## config.mk

```make
export PLATFORM = sky130hd
export DESIGN_NAME = ysyx_22040088_ifu_flat
export DESIGN_NICKNAME = d
export VERILOG_FILES = /design/src/rtl/ysyx_22040088_ifu_if.sv /design/src/rtl/ysyx_22040088_ifu.sv /design/src/flat_wrapper.sv
export SDC_FILE = /design/constraint.sdc
export NUM_CORES = 1
export LEC_CHECK = 0
export CAP_MARGIN = 20
export CORE_MARGIN = 10
export CORE_UTILIZATION = 30
export CTS_CLUSTER_DIAMETER = 100
export DETAILED_ROUTE_END_ITERATION = 10
export SKIP_LAST_GASP = 1
export SLEW_MARGIN = 0
export SYNTH_ARGS = -nofsm -noshare
export SYNTH_HDL_FRONTEND = slang
export SYNTH_SLANG_ARGS = --single-unit
```

## constraint.sdc

```tcl
create_clock -name clk -period 1.74 [get_ports clk]
set_input_delay 0.261 -clock clk [delete_from_list [all_inputs] [get_ports clk]]
set_output_delay 0.261 -clock clk [all_outputs]
set_load 0.01 [all_outputs]
```

## src/rtl/ysyx_22040088_ifu_if.sv

```systemverilog
// ysyx_22040088_ifu_if: fetch-unit bus bundle (imem request/response, decode handoff, commit feedback).
//   master: IFU side; drives imem_req_*, imem_resp_ready, inst_valid, inst, inst_pc.
//   slave : environment side (memory, decode, execute); drives the remaining signals.
interface ysyx_22040088_ifu_if;
  logic        imem_req_valid;
  logic        imem_req_ready;
  logic [63:0] imem_req_addr;
  logic        imem_resp_valid;
  logic        imem_resp_ready;
  logic [31:0] imem_resp_data;
  logic        imem_resp_err;
  logic        inst_valid;
  logic        inst_ready;
  logic [31:0] inst;
  logic [63:0] inst_pc;
  logic        commit_valid;
  logic [63:0] commit_nextpc;
  modport master (
    output imem_req_valid, imem_req_addr, imem_resp_ready, inst_valid, inst, inst_pc,
    input  imem_req_ready, imem_resp_valid, imem_resp_data, imem_resp_err, inst_ready,
           commit_valid, commit_nextpc
  );
  modport slave (
    input  imem_req_valid, imem_req_addr, imem_resp_ready, inst_valid, inst, inst_pc,
    output imem_req_ready, imem_resp_valid, imem_resp_data, imem_resp_err, inst_ready,
           commit_valid, commit_nextpc
  );
endinterface

```

## src/rtl/ysyx_22040088_ifu.sv

```systemverilog
// ysyx_22040088_ifu: single-outstanding instruction fetch unit (IDLE/REQ/WAIT/VALID/EXEC/HALT).
//   clk            : clock, rising edge
//   rst            : asynchronous active-low reset
//   bus (master)   : imem request/response, instruction handoff to decode, commit nextpc from execute
//   fetch_err      : sticky fault (access error or misaligned nextpc); fetch halted until reset
//   perf_fetch_cnt : accepted responses (only with YSYX_22040088_IFU_PERF_EN, else tied 0)
//   perf_stall_cnt : REQ/WAIT cycles without handshake (only with YSYX_22040088_IFU_PERF_EN, else tied 0)
module ysyx_22040088_ifu #(
  parameter logic [63:0] RESET_PC = 64'h0000_0000_8000_0000,
  parameter int          STALL_W  = 32
) (
  input  logic               clk,
  input  logic               rst,
  ysyx_22040088_ifu_if.master bus,
  output logic               fetch_err,
  output logic [STALL_W-1:0] perf_fetch_cnt,
  output logic [STALL_W-1:0] perf_stall_cnt
);
  typedef enum logic [2:0] {IDLE, REQ, WAIT, VALID, EXEC, HALT} state_t;
  state_t      state, state_nx;
  logic [63:0] pc;
  logic [31:0] inst_q;
  logic [63:0] inst_pc_q;
  always_comb begin
    state_nx = state;
    case (state)
      IDLE:    state_nx = REQ;
      REQ:     state_nx = bus.imem_req_ready ? WAIT : REQ;
      WAIT:    state_nx = !bus.imem_resp_valid ? WAIT : bus.imem_resp_err ? HALT : VALID;
      VALID:   state_nx = bus.inst_ready ? EXEC : VALID;
      // a misaligned target faults here so no request is ever issued for it
      EXEC:    state_nx = !bus.commit_valid ? EXEC : (bus.commit_nextpc[1:0] != 2'b00) ? HALT : REQ;
      default: state_nx = HALT;
    endcase
  end
  always_ff @(posedge clk or negedge rst) begin
    if (!rst) begin
      state     <= IDLE;
      pc        <= RESET_PC;
      inst_q    <= '0;
      inst_pc_q <= '0;
      fetch_err <= 1'b0;
    end else begin
      state <= state_nx;
      if (state == WAIT && bus.imem_resp_valid && !bus.imem_resp_err) begin
        inst_q    <= bus.imem_resp_data;
        inst_pc_q <= pc;
      end
      if (state == EXEC && bus.commit_valid) pc <= bus.commit_nextpc;
      if (state_nx == HALT) fetch_err <= 1'b1;
    end
  end
  // handshake outputs decode from state only: mutually exclusive, no input-to-output path
  assign bus.imem_req_valid  = state == REQ;
  assign bus.imem_req_addr   = state == REQ ? pc : '0;
  assign bus.imem_resp_ready = state == WAIT;
  assign bus.inst_valid      = state == VALID;
  assign bus.inst            = inst_q;
  assign bus.inst_pc         = inst_pc_q;
`ifdef YSYX_22040088_IFU_PERF_EN
  logic [STALL_W-1:0] fetch_cnt, stall_cnt;
  always_ff @(posedge clk or negedge rst) begin
    if (!rst) begin
      fetch_cnt <= '0;
      stall_cnt <= '0;
    end else begin
      if (state == WAIT && bus.imem_resp_valid) fetch_cnt <= fetch_cnt + STALL_W'(1);
      if ((state == REQ && !bus.imem_req_ready) || (state == WAIT && !bus.imem_resp_valid))
        stall_cnt <= stall_cnt + STALL_W'(1);
    end
  end
  assign perf_fetch_cnt = fetch_cnt;
  assign perf_stall_cnt = stall_cnt;
`else
  assign perf_fetch_cnt = '0;
  assign perf_stall_cnt = '0;
`endif
endmodule

```

## src/flat_wrapper.sv

```systemverilog
// flat-port wrapper written by rule: the top's interface ports become plain ports
module ysyx_22040088_ifu_flat 
#(
  parameter logic [63:0] RESET_PC = 64'h0000_0000_8000_0000,
  parameter int          STALL_W  = 32
)
  (clk, rst, fetch_err, perf_fetch_cnt, perf_stall_cnt, bus_imem_req_valid, bus_imem_req_addr, bus_imem_resp_ready, bus_inst_valid, bus_inst, bus_inst_pc, bus_imem_req_ready, bus_imem_resp_valid, bus_imem_resp_data, bus_imem_resp_err, bus_inst_ready, bus_commit_valid, bus_commit_nextpc);
  ysyx_22040088_ifu_if bus_i ();
  input  logic clk;
  input  logic rst;
  output logic fetch_err;
  output logic [STALL_W-1:0] perf_fetch_cnt;
  output logic [STALL_W-1:0] perf_stall_cnt;
  output wire logic [$bits(bus_i.imem_req_valid)-1:0] bus_imem_req_valid;
  output wire logic [$bits(bus_i.imem_req_addr)-1:0] bus_imem_req_addr;
  output wire logic [$bits(bus_i.imem_resp_ready)-1:0] bus_imem_resp_ready;
  output wire logic [$bits(bus_i.inst_valid)-1:0] bus_inst_valid;
  output wire logic [$bits(bus_i.inst)-1:0] bus_inst;
  output wire logic [$bits(bus_i.inst_pc)-1:0] bus_inst_pc;
  input wire logic [$bits(bus_i.imem_req_ready)-1:0] bus_imem_req_ready;
  input wire logic [$bits(bus_i.imem_resp_valid)-1:0] bus_imem_resp_valid;
  input wire logic [$bits(bus_i.imem_resp_data)-1:0] bus_imem_resp_data;
  input wire logic [$bits(bus_i.imem_resp_err)-1:0] bus_imem_resp_err;
  input wire logic [$bits(bus_i.inst_ready)-1:0] bus_inst_ready;
  input wire logic [$bits(bus_i.commit_valid)-1:0] bus_commit_valid;
  input wire logic [$bits(bus_i.commit_nextpc)-1:0] bus_commit_nextpc;
  assign bus_imem_req_valid = bus_i.imem_req_valid;
  assign bus_imem_req_addr = bus_i.imem_req_addr;
  assign bus_imem_resp_ready = bus_i.imem_resp_ready;
  assign bus_inst_valid = bus_i.inst_valid;
  assign bus_inst = bus_i.inst;
  assign bus_inst_pc = bus_i.inst_pc;
  assign bus_i.imem_req_ready = bus_imem_req_ready;
  assign bus_i.imem_resp_valid = bus_imem_resp_valid;
  assign bus_i.imem_resp_data = bus_imem_resp_data;
  assign bus_i.imem_resp_err = bus_imem_resp_err;
  assign bus_i.inst_ready = bus_inst_ready;
  assign bus_i.commit_valid = bus_commit_valid;
  assign bus_i.commit_nextpc = bus_commit_nextpc;
  ysyx_22040088_ifu #(.RESET_PC(RESET_PC), .STALL_W(STALL_W)) u_core (.clk(clk), .rst(rst), .bus(bus_i), .fetch_err(fetch_err), .perf_fetch_cnt(perf_fetch_cnt), .perf_stall_cnt(perf_stall_cnt));
endmodule
```

After elaboration in Yosys (flattened, before gate mapping):

Cells that the tools add are included.

* equality and inequality tests: 5
* mux-type cells: 8
* reduce and logical (&&, ||, !) cells: 6

Operators by type and width (number)
* 2-to-1 mux 64 bit: 1
* 2-to-1 mux 3 bit: 5
* one-hot mux 3 bit (5 select lines): 1
* == test 3 x 2 -> 1 bit, second input constant: 2
* == test 3 bit, second input constant: 2
* == test 3 x 1 -> 1 bit, second input constant: 1
* logical AND 1 bit: 3
* logical NOT 3 bit: 1
* 2-to-1 mux 2 bit: 1
* nonzero test 2 bit: 1
* logical NOT 1 bit: 1

* register bits: 164
* input port bits: 103
* output and inout bits: 228
* word-level logic and storage cells: 24

Logic depth before layout (Yosys ltp):

* word-level depth: 5
* gate-level depth with buffers: 7
* gate-level depth less buffers: 3

Worst setup path before layout:

No wires, ideal clock.

* path kind: register to register
* start: register u_core.state[2]
* end: register u_core.inst_pc_q[10] (netlist: u_core.bus.inst_pc[10])
* library setup time: 0.125 ns
* arrival: 1.608 ns
* data required time: 1.615 ns
* path slack: 0.007 ns
* stages on the path, launching flop included: 8
* path buffers: 4
* clock period less this slack: 1.733 ns
* path through: dfrtp_1 -> buf_6 -> nor3b_4 -> and3b_1 -> buf_6 -> buf_8 -> buf_12 -> mux2_4

* cells in the longest elaborated chain, start to end: 3

RTL lines
* start, declared: line ysyx_22040088_ifu.sv:20 `state_t state, state_nx;`
* start signal, assigned: line ysyx_22040088_ifu.sv:44 `state <= state_nx;`
* == test 3 x 2 -> 1 bit
* via bus_imem_resp_ready: line flat_wrapper.sv:16 `output wire logic [$bits(bus_i.imem_resp_ready)-1:0] bus_imem_resp_ready;`
* logical AND 1 bit (2 in a row): line ysyx_22040088_ifu.sv:45 `if (state == WAIT && bus.imem_resp_valid && !bus.imem_resp_err) begin`
* end signal, assigned: line ysyx_22040088_ifu.sv:47 `inst_pc_q <= pc;`
* end, declared: line ysyx_22040088_ifu.sv:23 `logic [63:0] inst_pc_q;`

The timed path passes the listed nets, and every way through them passes these cells.
A chain may end at the register's enable or synchronous reset.

Final worst setup path:

* start: register u_core.state[2]
* end: register u_core.inst_pc_q[17] (netlist: u_core.bus.inst_pc[17])

* cells in the longest elaborated chain, start to end: 3

RTL lines (line)
* == test 3 x 2 -> 1 bit: ysyx_22040088_ifu.sv:45
* logical AND 1 bit (2 in a row): ysyx_22040088_ifu.sv:45

No other way between the ends.

==> results.txt <==
CTS tree: built
initial core utilization: 30.4%
cell area power density: 836 nW/um^2
DRC violations left: 0
Final Hold Fails: 0
DIE WIDTH: 177 microns
most frequent cell after synthesis: dfrtp_1
Commonest cells post-synth: dfrtp_1, mux2_2, buf_4
area grow syn2layout: 65.9%
final setup vio count: 226
failing checks: setup timing
Final period util: 119%
Layout Cells excl Fill: 1181
Cell Rows: 57
register area share after synthesis: 55.6%
unrepaired setup endpoints after global routing: yes
Clock Sinks: 164
CORE AREA: 24200 sq um
CP arrival: 2.38 ns
Final Power: 0.0102 W
H-tree Lvls: 4
die height: 177 microns
maxcap violations: 0
Post-synth EDFFs: 0
Top FF cell, synth: dfrtp_1
Setup crit end kind: register
Vias per Instance: 4.20
Final WS setup: -0.333 ns
total CTS buffers: 17
critical path type: register to register
vias in the first global route: 5367
YS warnings: 0
vias: 4966
reg-to-reg endpoint: u_core.bus.inst_pc[17]
Yosys reg bits: 164
FMAX: 482 MHz
status: finished with violations
GP Congestion: 0.732
reg-to-reg setup timing slack: -0.33 ns
PortBufs: 266
Synth cell types: 28
GRT Residual Overflow: 0
CP startpoint kind: register
post-detail-place hpwl: 15300 microns
Mapped Cells: 503
Leak: 5.72 nW
global-route wire length before repair: 33800 microns
clk buf depth: 2
# nets final: 946
fraction of registers with async set/reset: 100%
clk_lat worst skew: 0.42 ns
share of layout cells above drive strength 1: 47.5%
Worst setup endpoint: u_core.bus.inst_pc[17]
Synth top area share: 55.3%
WL/cell: 19.6 microns
die area: 31300 sq um
Worst-path clk slew: 0.07 ns
initial antenna violation count: 1
Mapped Area: 7380 sq um
final WL: 23100 microns
Inst Count DP: 1104
crit-path max FO: 5
fin crit period: 2.07 ns
FF-to-FF Start: u_core.state[2]
All-Layer GR Usage: 14.1%
R2R cell count: 9
largest net degree at the start of global routing: 47
CTS root buffer: clkbuf_16
Worst Setup SP: u_core.state[2]
DR iter-0 viols: 195
syn avg cell area: 14.7 sq um
area leader, netlist: dfrtp_1
VDD IR max: 0.662 mV
DRT antenna net count: 0
Area contributors post-synth: dfrtp_1, mux2_2, mux2_4
Final Max Tran Viols: 0
router iterations before antenna repair: 4
worst clock skew: 0.0121 ns
# IOs: 331
Hold Crit Class: primary input to asynchronous set/reset pin
Data required, critical path: 2.04 ns
-- cells by family (layout without fill, tap and decap cells) --
family,after synthesis,count (layout),share of synthesized area [%]
other,1,65,0.0508
AND/OR/NAND/NOR,79,79,7.00
buffers and inverters,91,381,10.0
multiplexers,161,161,26.6
AO/OA/AOI/OAI,7,7,0.645
flip-flops,164,164,55.6
-- worst min path at each step --
stage / to
after floorplan: u_core.bus.inst[0]
after global placement: u_core.bus.inst_pc[22]
after detailed placement: u_core.bus.inst_pc[22]
after CTS: u_core.bus.inst_pc[22]
after global routing: u_core.bus.inst_pc[20]
final: u_core.bus.inst_pc[20]
-- worst max-delay path, cell delays in order, from the launching register on --
cell,delay (ns)
dfrtp_1,0.42
buf_4,0.15
buf_6,0.11
nor3b_4,0.21
and3b_4,0.26
buf_12,0.14
buf_12,0.14
buf_12,0.11
buf_16,0.11
mux2_4,0.29
-- report_power, final --
part           leakage, nW  internal (W)  switching [W]
registers             2.22       0.00452       0.000565
logic                 3.20      0.000814       0.000385
clock network        0.302       0.00219        0.00176
total                 5.72       0.00752        0.00271
-- final cells by class --
cell class	count	area [sq um]
fillers	2171	12000
clock buffers	17	425
flip-flops and latches	164	4110
diodes	1	2.50
repair buffers	349	4110
well taps	324	405
clock inverters	15	185
multi-input cells	311	3010
-- flip-flops by register name, summed over array words and instances (netlist names) --
signal	count
u_core.bus.inst_pc	64
u_core.pc	64
u_core.bus.inst	32
u_core.state	3
u_core.fetch_err	1
-- metal layers --
layer  vias to the layer above  track usage [%]  part of all wire (%)
met5                         -                0                     0
met4                         0             3.61                   1.1
met3                        16             6.04                   9.5
met2                       191             22.8                    48
met1                      2487             16.8                    42
li1                       2272                -                     -
-- through the flow --
stage	setup slack, ns	TNS (ns)	area [sq um]	hold WS [ns]	utilization, %
detailed placement	-0.175	-17.62	10400	0.241	42.9
global placement	-0.171	-17.08	10400	0.243	42.9
floorplan	0.00727	0	7610	-0.0346	-
finish	-0.333	-43.47	12200	0.365	50.5
CTS	-0.320	-47.88	11800	0.358	48.6
global route	-0.383	-55.01	12200	0.404	50.5
-- placed cells by master, fill, tap and decap left out, types with 2 or more instances in the layout --
cell type | synthesis | routed
a21oi_1 | 2 | 2
and2_1 | 65 | 6
and2_4 | 0 | 59
buf_12 | 4 | 23
buf_16 | 0 | 13
buf_2 | 2 | 3
buf_4 | 69 | 16
buf_6 | 8 | 77
buf_8 | 1 | 8
bufinv_16 | 0 | 2
clkbuf_16 | 0 | 23
clkbuf_2 | 1 | 3
clkdlybuf4s50_1 | 0 | 198
clkinv_4 | 0 | 2
conb_1 | 1 | 64
dfrtp_1 | 163 | 163
inv_6 | 0 | 6
inv_8 | 0 | 3
mux2_2 | 121 | 104
mux2_4 | 40 | 57
nand2_1 | 3 | 3
nor2b_1 | 3 | 2
nor4b_1 | 2 | 2
-- repair_timing --
action                                  in CTS  in global routing
pin swaps                                   36                  3
setup buffers                               16                 13
gates cloned                                14                  7
hold buffers                                 1                  0
hold endpoints to repair                    39                  0
gates resized for setup                    360                113
endpoints found under the setup margin     147                227
Note: power is estimated with default switching activity, not from simulation.
